File: src/rtl/vend_pkg.sv
// Shared types and constants for the vending controller.
package vend_pkg;

  typedef enum logic [1:0] {
    IDLE  = 2'd0,
    CHECK = 2'd1,
    VEND  = 2'd2
  } state_t;

  typedef logic [1:0] err_t;

  localparam err_t ERR_NONE  = 2'd0;
  localparam err_t ERR_SLOT  = 2'd1;
  localparam err_t ERR_SOLD  = 2'd2;
  localparam err_t ERR_FUNDS = 2'd3;

endpackage

File: src/rtl/vend_credit_acc.sv
// Credit accumulator.
// A coin is accepted only when the caller enables it and the new total stays
// at or below MAX_CREDIT. Otherwise it is bounced with a one-cycle reject.
// A clear (refund or completed vend) wins over any coin in the same cycle.
module vend_credit_acc #(
  parameter int CREDIT_W   = 10,
  parameter int COIN_W     = 7,
  parameter int MAX_CREDIT = 1000
) (
  input  logic                i_clk,
  input  logic                i_rst_n,
  input  logic                i_coin_valid,
  input  logic [COIN_W-1:0]   i_coin_value,
  input  logic                i_coin_en,
  input  logic                i_clear,
  output logic [CREDIT_W-1:0] o_credit,
  output logic                o_coin_reject
);

  localparam logic [CREDIT_W:0] MAX_EXT = (CREDIT_W+1)'(MAX_CREDIT);

  logic [CREDIT_W-1:0] r_credit;
  logic                r_coin_reject;
  logic [CREDIT_W:0]   w_sum;
  logic                w_accept;

  // One spare bit so an overflowing sum is still compared correctly.
  assign w_sum    = {1'b0, r_credit} + (CREDIT_W+1)'(i_coin_value);
  assign w_accept = i_coin_valid && i_coin_en && (w_sum <= MAX_EXT);

  // Credit register and reject pulse.
  always_ff @(posedge i_clk or negedge i_rst_n) begin
    if (!i_rst_n) begin
      r_credit      <= '0;
      r_coin_reject <= 1'b0;
    end else begin
      if (i_clear) begin
        r_credit <= '0;
      end else if (w_accept) begin
        r_credit <= w_sum[CREDIT_W-1:0];
      end
      r_coin_reject <= i_coin_valid && !w_accept;
    end
  end

  assign o_credit      = r_credit;
  assign o_coin_reject = r_coin_reject;

endmodule

File: src/rtl/vend_controller_multi.sv
// Vending controller: coin credit, selection checking, dispense handshake
// and change/refund. Every output comes from a register.
// Optional macro VEND_TIMEOUT_EN adds an idle auto-refund timer.
module vend_controller_multi
  import vend_pkg::*;
#(
  parameter int NUM_SLOTS   = 16,
  parameter int SLOT_W      = $clog2(NUM_SLOTS),
  parameter int CREDIT_W    = 10,
  parameter int MAX_CREDIT  = 1000,
  parameter int COIN_W      = 7,
  parameter int TIMEOUT_CYC = 1000000
) (
  input  logic                          i_clk,
  input  logic                          i_rst_n,
  input  logic                          i_coin_valid,
  input  logic [COIN_W-1:0]             i_coin_value,
  input  logic                          i_return_all,
  input  logic                          i_sel_valid,
  input  logic [SLOT_W-1:0]             i_sel_slot,
  input  logic [NUM_SLOTS*CREDIT_W-1:0] i_prices,
  input  logic [NUM_SLOTS-1:0]          i_in_stock,
  input  logic                          i_dispense_done,
  output logic [CREDIT_W-1:0]           o_credit,
  output logic                          o_coin_reject,
  output logic [CREDIT_W-1:0]           o_change,
  output logic                          o_change_valid,
  output logic                          o_sel_err,
  output logic [1:0]                    o_err_code,
  output logic                          o_dispense_go,
  output logic [SLOT_W-1:0]             o_dispense_slot,
  output logic                          o_busy,
  output logic                          o_timeout_refund
);

  state_t              r_state;
  logic [SLOT_W-1:0]   r_slot;
  logic [CREDIT_W-1:0] r_change;
  logic                r_change_valid;
  logic                r_sel_err;
  err_t                r_err_code;
  logic                r_dispense_go;
  logic [SLOT_W-1:0]   r_dispense_slot;
  logic                r_busy;
  logic                r_timeout_refund;

  logic [CREDIT_W-1:0] w_credit;
  logic [CREDIT_W-1:0] w_price;
  logic                w_stocked;
  logic                w_slot_bad;
  logic                w_timeout_fire;
  logic                w_refund;
  logic                w_coin_en;
  logic                w_clear;

  assign w_refund  = (r_state == IDLE) &&
                     ((i_return_all && (w_credit != '0)) || w_timeout_fire);
  // Coins only count in IDLE when nothing of higher priority is happening.
  assign w_coin_en = (r_state == IDLE) && !i_return_all && !i_sel_valid &&
                     !w_timeout_fire;
  assign w_clear   = w_refund || ((r_state == VEND) && i_dispense_done);

  vend_credit_acc #(
    .CREDIT_W   (CREDIT_W),
    .COIN_W     (COIN_W),
    .MAX_CREDIT (MAX_CREDIT)
  ) u_credit (
    .i_clk         (i_clk),
    .i_rst_n       (i_rst_n),
    .i_coin_valid  (i_coin_valid),
    .i_coin_value  (i_coin_value),
    .i_coin_en     (w_coin_en),
    .i_clear       (w_clear),
    .o_credit      (w_credit),
    .o_coin_reject (o_coin_reject)
  );

  // Look up price and stock of the latched slot; out-of-range slots read as 0.
  always_comb begin
    w_price   = '0;
    w_stocked = 1'b0;
    for (int i = 0; i < NUM_SLOTS; i++) begin
      if (int'(r_slot) == i) begin
        w_price   = i_prices[i*CREDIT_W +: CREDIT_W];
        w_stocked = i_in_stock[i];
      end
    end
  end

  assign w_slot_bad = (int'(r_slot) >= NUM_SLOTS);

`ifdef VEND_TIMEOUT_EN
  localparam int TO_W = (TIMEOUT_CYC > 1) ? $clog2(TIMEOUT_CYC) : 1;
  localparam logic [TO_W-1:0] TO_LOAD = TO_W'(TIMEOUT_CYC - 1);

  logic [TO_W-1:0] r_to_cnt;
  logic            w_to_run;

  assign w_to_run       = (r_state == IDLE) && (w_credit != '0) &&
                          !i_coin_valid && !i_sel_valid && !i_return_all;
  // Fires on the TIMEOUT_CYC-th idle cycle; a coin in that cycle is bounced.
  assign w_timeout_fire = (r_state == IDLE) && (w_credit != '0) &&
                          (r_to_cnt == '0);

  // Idle down-counter, reloaded by any activity or by leaving IDLE.
  always_ff @(posedge i_clk or negedge i_rst_n) begin
    if (!i_rst_n) begin
      r_to_cnt <= TO_LOAD;
    end else if (!w_to_run || w_timeout_fire) begin
      r_to_cnt <= TO_LOAD;
    end else begin
      r_to_cnt <= r_to_cnt - 1'b1;
    end
  end
`else
  // No timer in this build; TIMEOUT_CYC is only meaningful with the timer.
  assign w_timeout_fire = (TIMEOUT_CYC < 0);
`endif

  // Main FSM with registered outputs.
  always_ff @(posedge i_clk or negedge i_rst_n) begin
    if (!i_rst_n) begin
      r_state          <= IDLE;
      r_slot           <= '0;
      r_change         <= '0;
      r_change_valid   <= 1'b0;
      r_sel_err        <= 1'b0;
      r_err_code       <= ERR_NONE;
      r_dispense_go    <= 1'b0;
      r_dispense_slot  <= '0;
      r_busy           <= 1'b0;
      r_timeout_refund <= 1'b0;
    end else begin
      r_change_valid   <= 1'b0;
      r_sel_err        <= 1'b0;
      r_timeout_refund <= 1'b0;
      case (r_state)
        IDLE: begin
          if (w_refund) begin
            r_change         <= w_credit;
            r_change_valid   <= 1'b1;
            r_timeout_refund <= w_timeout_fire;
          end else if (i_sel_valid && !i_return_all) begin
            r_slot  <= i_sel_slot;
            r_state <= CHECK;
            r_busy  <= 1'b1;
          end
        end
        CHECK: begin
          if (w_slot_bad || !w_stocked || (w_credit < w_price)) begin
            r_sel_err  <= 1'b1;
            r_err_code <= w_slot_bad ? ERR_SLOT :
                          (!w_stocked ? ERR_SOLD : ERR_FUNDS);
            r_state    <= IDLE;
            r_busy     <= 1'b0;
          end else begin
            r_dispense_go   <= 1'b1;
            r_dispense_slot <= r_slot;
            r_change        <= w_credit - w_price;
            r_state         <= VEND;
          end
        end
        VEND: begin
          if (i_dispense_done) begin
            r_dispense_go  <= 1'b0;
            r_change_valid <= 1'b1;
            r_state        <= IDLE;
            r_busy         <= 1'b0;
          end
        end
        default: begin
          r_state       <= IDLE;
          r_dispense_go <= 1'b0;
          r_busy        <= 1'b0;
        end
      endcase
    end
  end

  assign o_credit         = w_credit;
  assign o_change         = r_change;
  assign o_change_valid   = r_change_valid;
  assign o_sel_err        = r_sel_err;
  assign o_err_code       = r_err_code;
  assign o_dispense_go    = r_dispense_go;
  assign o_dispense_slot  = r_dispense_slot;
  assign o_busy           = r_busy;
  assign o_timeout_refund = r_timeout_refund;

endmodule

File: config.mk
export PLATFORM = sky130hd
export DESIGN_NAME = vend_controller_multi
export DESIGN_NICKNAME = d
export VERILOG_FILES = /design/src/rtl/vend_pkg.sv /design/src/rtl/vend_credit_acc.sv /design/src/rtl/vend_controller_multi.sv
export SDC_FILE = /design/constraint.sdc
export NUM_CORES = 1
export LEC_CHECK = 0
export BUFFER_PORTS_ARGS = -buffer_cell sky130_fd_sc_hd__buf_2
export CAP_MARGIN = 15
export CORE_AREA = 4 4 107 109
export CTS_CLUSTER_DIAMETER = 200
export CTS_CLUSTER_SIZE = 12
export DETAILED_ROUTE_END_ITERATION = 7
export DIE_AREA = 0 0 111 113
export PLACE_DENSITY_LB_ADDON = 0.2
export SYNTH_ARGS = -nofsm -noshare
export SYNTH_HDL_FRONTEND = slang
export SYNTH_SLANG_ARGS = --single-unit
File: constraint.sdc
create_clock -name i_clk -period 3.7 [get_ports i_clk]
set_input_delay 0.185 -clock i_clk [delete_from_list [all_inputs] [get_ports i_clk]]
set_output_delay 0.185 -clock i_clk [all_outputs]
set_load 0.01 [all_outputs]
======== After elaboration in Yosys (flattened, before gate mapping) ========
Cells that the tools add are included.
word-level totals
  input bits .............................. 193
  output and inout bits ................... 32
  bits in registers ....................... 37
  logic and storage cells ................. 123
operators by class
  equal/unequal tests ..................... 23
  reduce and logical (&&, ||, !) cells .... 27
  mux-type cells .......................... 55
  $lt $le $gt $ge ......................... 2
  add/sub/neg operators ................... 2
  bitwise gates (word level) .............. 3
operator list
  operator                                                                             count
  10-bit 2-to-1 mux                                                                    20
  4-bit equality test (second input constant)                                          8
  1-bit 2-to-1 mux                                                                     26
  10-bit one-hot mux with 2 select lines                                               1
  4-bit by 3-bit equality test with 1-bit output (second input constant)               4
  3-bit AND reduction                                                                  4
  10-bit by 7-bit adder with 11-bit output                                             1
  11-bit by 10-bit less-or-equal comparator with 1-bit output (second input constant)  1
  10-bit less-than comparator                                                          1
  2-bit inequality test (second input constant)                                        5
  10-bit nonzero test                                                                  1
  10-bit subtractor                                                                    1
  1-bit logical AND                                                                    9
  4-bit by 2-bit equality test with 1-bit output (second input constant)               2
  2-bit 2-to-1 mux                                                                     4
  1-bit one-hot mux with 3 select lines                                                2
  2-bit one-hot mux with 3 select lines                                                1
  4-bit by 1-bit equality test with 1-bit output (second input constant)               1
  1-bit logical NOT                                                                    4
  4-bit logical NOT                                                                    1
  2-bit AND reduction                                                                  2
  4-bit AND reduction                                                                  1
  2-bit nonzero test                                                                   2
  1-bit inverter                                                                       3
  6 further kinds                                                                      7

======== Logic depth before layout (Yosys ltp) ========
  depth after elaboration ................. 21
  mapped depth ............................ 19
  gate-level depth less buffers ........... 15

======== By module ========
A second synthesis with hierarchy kept.
unflattened totals
  cells, all modules ...................... 505
  area, all modules ....................... 4229.1 um2
modules (own cells, without submodules)
  module                 seq. area each (um2)  instances  area each (um2)  cells an instance
  vend_controller_multi  650.6                 1          3357.0           413
  vend_credit_acc        275.3                 1          872.1            92

======== Worst setup path after synthesis ========
Ideal clock, no wire load.
  path kind ............................... register -> register
  start ................................... reg r_slot[2]
  end ..................................... reg r_change[3] (netlist: o_change[3])
  stages on the path, launching flop included .. 19
  path slack .............................. 0.140 ns
  data required time ...................... 3.575 ns
  path buffers ............................ 3
  arrival ................................. 3.436 ns
  setup time .............................. 0.125 ns
  period minus slack after synthesis ...... 3.560 ns
  cell sequence ........................... dfrtp_1 -> buf_4 -> buf_2 -> buf_2 -> nor2_1 -> a22oi_1 -> o22ai_1 -> a221oi_1 -> a21oi_1 -> a41o_1 -> ha_1 -> inv_1 -> fa_1 -> a211oi_1 -> o21ai_0 -> a2bb2oi_1 -> a31oi_4 -> nor2_4 -> mux2_2
between the ends
  longest elaborated chain between the ends .. 21
  elaborated cells between the ends (all ways) .. 56
  classes of those cells .................. add/sub: 1; order compare: 1; eq/ne: 16; mux: 34; reduce/logical: 4
ends and longest elaborated chain
  what                                                                  RTL line                      source
  start: declaration                                                    vend_controller_multi.sv:37   logic [SLOT_W-1:0] r_slot;
  start signal: assignment                                              vend_controller_multi.sv:144  r_slot <= i_sel_slot;
  4-bit logical NOT                                                     vend_controller_multi.sv:83   if (int'(r_slot) == i) begin
  10-bit 2-to-1 mux or 1-bit 2-to-1 mux (tied branches) (16 in series)  vend_controller_multi.sv:83
  10-bit less-than comparator or 1-bit logical NOT (tied branches)      n/a
  1-bit logical OR                                                      vend_controller_multi.sv:150  if (w_slot_bad || !w_stocked || (w_credit < w_price)) begin
  2-bit inequality test (no line)                                       n/a
  3-bit AND reduction (no line)                                         n/a
  end signal: assignment                                                vend_controller_multi.sv:140  r_change <= w_credit;
  end signal: assignment                                                vend_controller_multi.sv:159  r_change <= w_credit - w_price;
  end: declaration                                                      vend_controller_multi.sv:38   logic [CREDIT_W-1:0] r_change;
Parallel ways exist; a longest one is shown, timed or not. The select of a mux whose other input is x is not followed.
A chain may end at the register's enable or synchronous reset.

======== Worst setup path in the final report ========
  start ................................... reg r_slot[0]
  end ..................................... reg r_change[8] (netlist: o_change[8])
Same word-level chain as after synthesis.

==> metrics.yaml <==
synthesis:
  yosysSeqAreaShare_pct: 21.28
  synthesis.area_mm2: 0.004352
  synth_seq_cells: 37
  synth_edf_count: 0
  yosysUniqueCellTypes: 73
  synth.avg_cell_area_um2: 8.516
  synth_top_cell_area_share_pct: 21.28
  ys_top_cells_by_area: "dfrtp_1, mux2i_1, ha_1"
  yosysMostFrequentCell: "nor2_1"
  ys.flop_type: "dfrtp_1"
  syn_inst: 511
  ys_warn_count: 0
  synthArstFlopShare_pct: 100.0
  syn-num-nets: 723
  yosys-top-cells-count: "nor2_1, a21oi_1, dfrtp_1"
  synth_top_cell_by_area: "dfrtp_1"
timing:
  slew_headroom_pct: 44.08
  slew_viol_final: 0
  min_period_ns: 3.534
  finalSetupViolCount: 0
  max_slew.worst_pin.slew_ns: 0.8388
  final_hold_viol_count: 37
  fmax_ghz: 0.2830
  setup_ws_ns: 0.1659
  period_share_pct: 95.52
  holdWs_ns: -0.01907
  final.setup_skew_ns: 0.006414
  fin_tns_setup_ns: 0
grt:
  grt_antenna_before_repair: 0
  grt_max_degree: 38
  gr-total-overflow: 0
  track_usage_pct: 26.38
  grt_pass1_vias: 5041
  grt_pass1_wl_mm: 26.85
floorplanning:
  die-area_mm2: 0.01254
  rows: 38
  die-height_um: 113
  core_mm2: 0.01060
  die_w_um: 111
  io_pins: 225
  start_util_pct: 41.04
route:
  vias: 5017
  drc: 0
  routed_via_density: 5.599
  drtIter0Drc: 488
  drt_wl_total_mm: 17.38
  ant_nets: 0
  wl_per_cell_um: 19.39
  firstDrtPassIters: 5
clock_tree:
  cts_tree: "yes"
  path_clk_slew_ns: 0.08
  cts_buffers: 5
  root_buffer: "clkbuf_8"
  cts.sinks: 37
  cts_buffer_depth: 2
  clock_latency_ns: 0.30
  cts-htree-levels: 2
final_layout:
  instances_no_fill: 896
  syn2layout_area_growth_pct: 36.92
  finalNetCount: 967
  multi_input_area_mm2: 0.003208
  fillers: 991
  seq_area_um2: 928.4
  diodes: 0
  layout-drive-gt1-share_pct: 43.92
power_and_ir_drop:
  p_clk_share_pct: 7.7
  peakVddDrop_mv: 0.4663
  p_sw_mw: 1.881
  p_comb_share_pct: 73.2
  internal_power_mw: 2.017
  p_sw_share_pct: 48.25
  pwr_density_cell_mw_per_mm2: 654.2
  seq_power_share_pct: 19.1
  p_leak_nw: 2.947
worst_setup_path:
  crit_arrival_ns: 3.72
  crit_fanout: 13
  worstPathRequired_ns: 3.89
  end_kind: "flop"
  slowest_stage: "mux4_2"
  worstPathCellList: "buf_4 -> buf_12 -> mux4_2 -> o21ai_0 -> a21oi_1 -> a221oi_1 -> ha_1 -> and2_1 -> o2111a_1 -> a2bb2oi_2 -> a31oi_4 -> nor2_4 -> mux2_2"
  crit_type: "reg2reg"
  critPathMaxStageDelay_ns: 0.49
  cp-start-kind: "flop"
status:
  violations: "negative hold slack"
  outcome: "finished with violations"
min_path:
  holdCritPathClass: "in2async"
placement:
  place_ws_ns: -0.03770
  gp_congestion: 0.9751
  portBuffers: 223
  place_inst: 878
  dpl.hpwl_mm: 14.35
job:
  max_cap_violations: 0
## power by group through the flow
stage | clock network [mW] | registers [mW] | logic, mW
finish | 0.299 | 0.745 | 2.85
global route | 0.323 | 0.763 | 3.13
CTS | 0.309 | 0.748 | 2.77
detailed placement | 0 | 0.757 | 2.73
global placement | 0 | 0.762 | 2.70
floorplan | 0 | 0.733 | 1.86
## critical path, delay by kind of cell, from the launching register on
family | cells | cell delay [ns]
AO/OA/AOI/OAI | 6 | 1.10
adder cells (fa/ha/maj) | 1 | 0.38
buffers and inverters | 2 | 0.28
flip-flops | 1 | 0.43
multiplexers | 2 | 0.84
AND/OR/NAND/NOR | 2 | 0.36
## placed cells by master (no fill, tap or decap), types with 8 or more instances in the layout
cell / n
a21oi_1: 38
mux4_2: 9
mux2i_1: 35
mux2_2: 16
a21o_1: 13
buf_2: 223
ha_1: 17
inv_1: 20
nor2_1: 55
nor3_1: 8
nand2_1: 35
o221ai_1: 8
o22a_1: 11
dfrtp_1: 35
o22ai_1: 11
a211oi_1: 9
buf_4: 38
o21ai_0: 34
## through the flow
stage	power, mW	instance area, µm²	util, %
after floorplan	2.593	4352	-
after global placement	3.460	5766	54.38
after detailed placement	3.491	5766	54.38
after CTS	3.829	5878	55.44
after global routing	4.213	5958	56.20
final	3.898	5958	56.20
## final timing paths
check                                    from       endpoint  slack (ns)  depth (start not counted)
max in group asynchronous             i_rst_n      r_slot[1]        3.14                          1
worst min-delay path                  i_rst_n  o_err_code[0]       -0.02                          1
worst max register to register      r_slot[0]    o_change[8]        0.17                         13
min in group i_clk              i_sel_slot[0]      r_slot[0]        0.09                          3
worst min register to register  o_err_code[1]  o_err_code[1]        0.46                          1
worst max-delay path                r_slot[0]    o_change[8]        0.17                         13
## state kept, by name, indices dropped and copies added (netlist names)
name	flops
o_sel_err	1
o_busy	1
o_dispense_go	1
o_dispense_slot	4
o_err_code	2
r_slot	4
o_change	10
r_state	2
u_credit.o_credit	10
u_credit.o_coin_reject	1
o_change_valid	1
## kinds of logic after synthesis
group	count (synthesis)	share of synthesized area, %
flip-flops	37	21.28
AO/OA/AOI/OAI	189	31.25
other	1	0.08617
adder cells (fa/ha/maj)	19	5.808
buffers and inverters	50	5.607
AND/OR/NAND/NOR	147	17.34
XOR/XNOR	8	1.783
multiplexers	60	16.85
## cell type report
cell class	count	share of cell area (%)
repair buffers	266	24.80
flip-flops and latches	37	15.58
well taps	140	2.940
inverters	21	1.323
clock inverters	3	0.3570
multi-input cells	424	53.84
clock buffers	5	1.155
## routing by layer
metal  up-vias  part of all wire (%)  track usage (%)
li1       2427                     -                -
met1      2390                    42            33.82
met2       175                    50            46.60
met3        25                   6.0            4.973
met4         0                   1.7            5.419
met5         -                     0                0
## what timing repair did
item / in CTS / in global routing
setup buffers: 3 / 7
endpoints found under the setup margin: 7 / 18
hold buffers: 0 / 0
resized for setup: 0 / 8
pin swaps: 0 / 3
No activity file was read; power rests on OpenSTA's default activity.
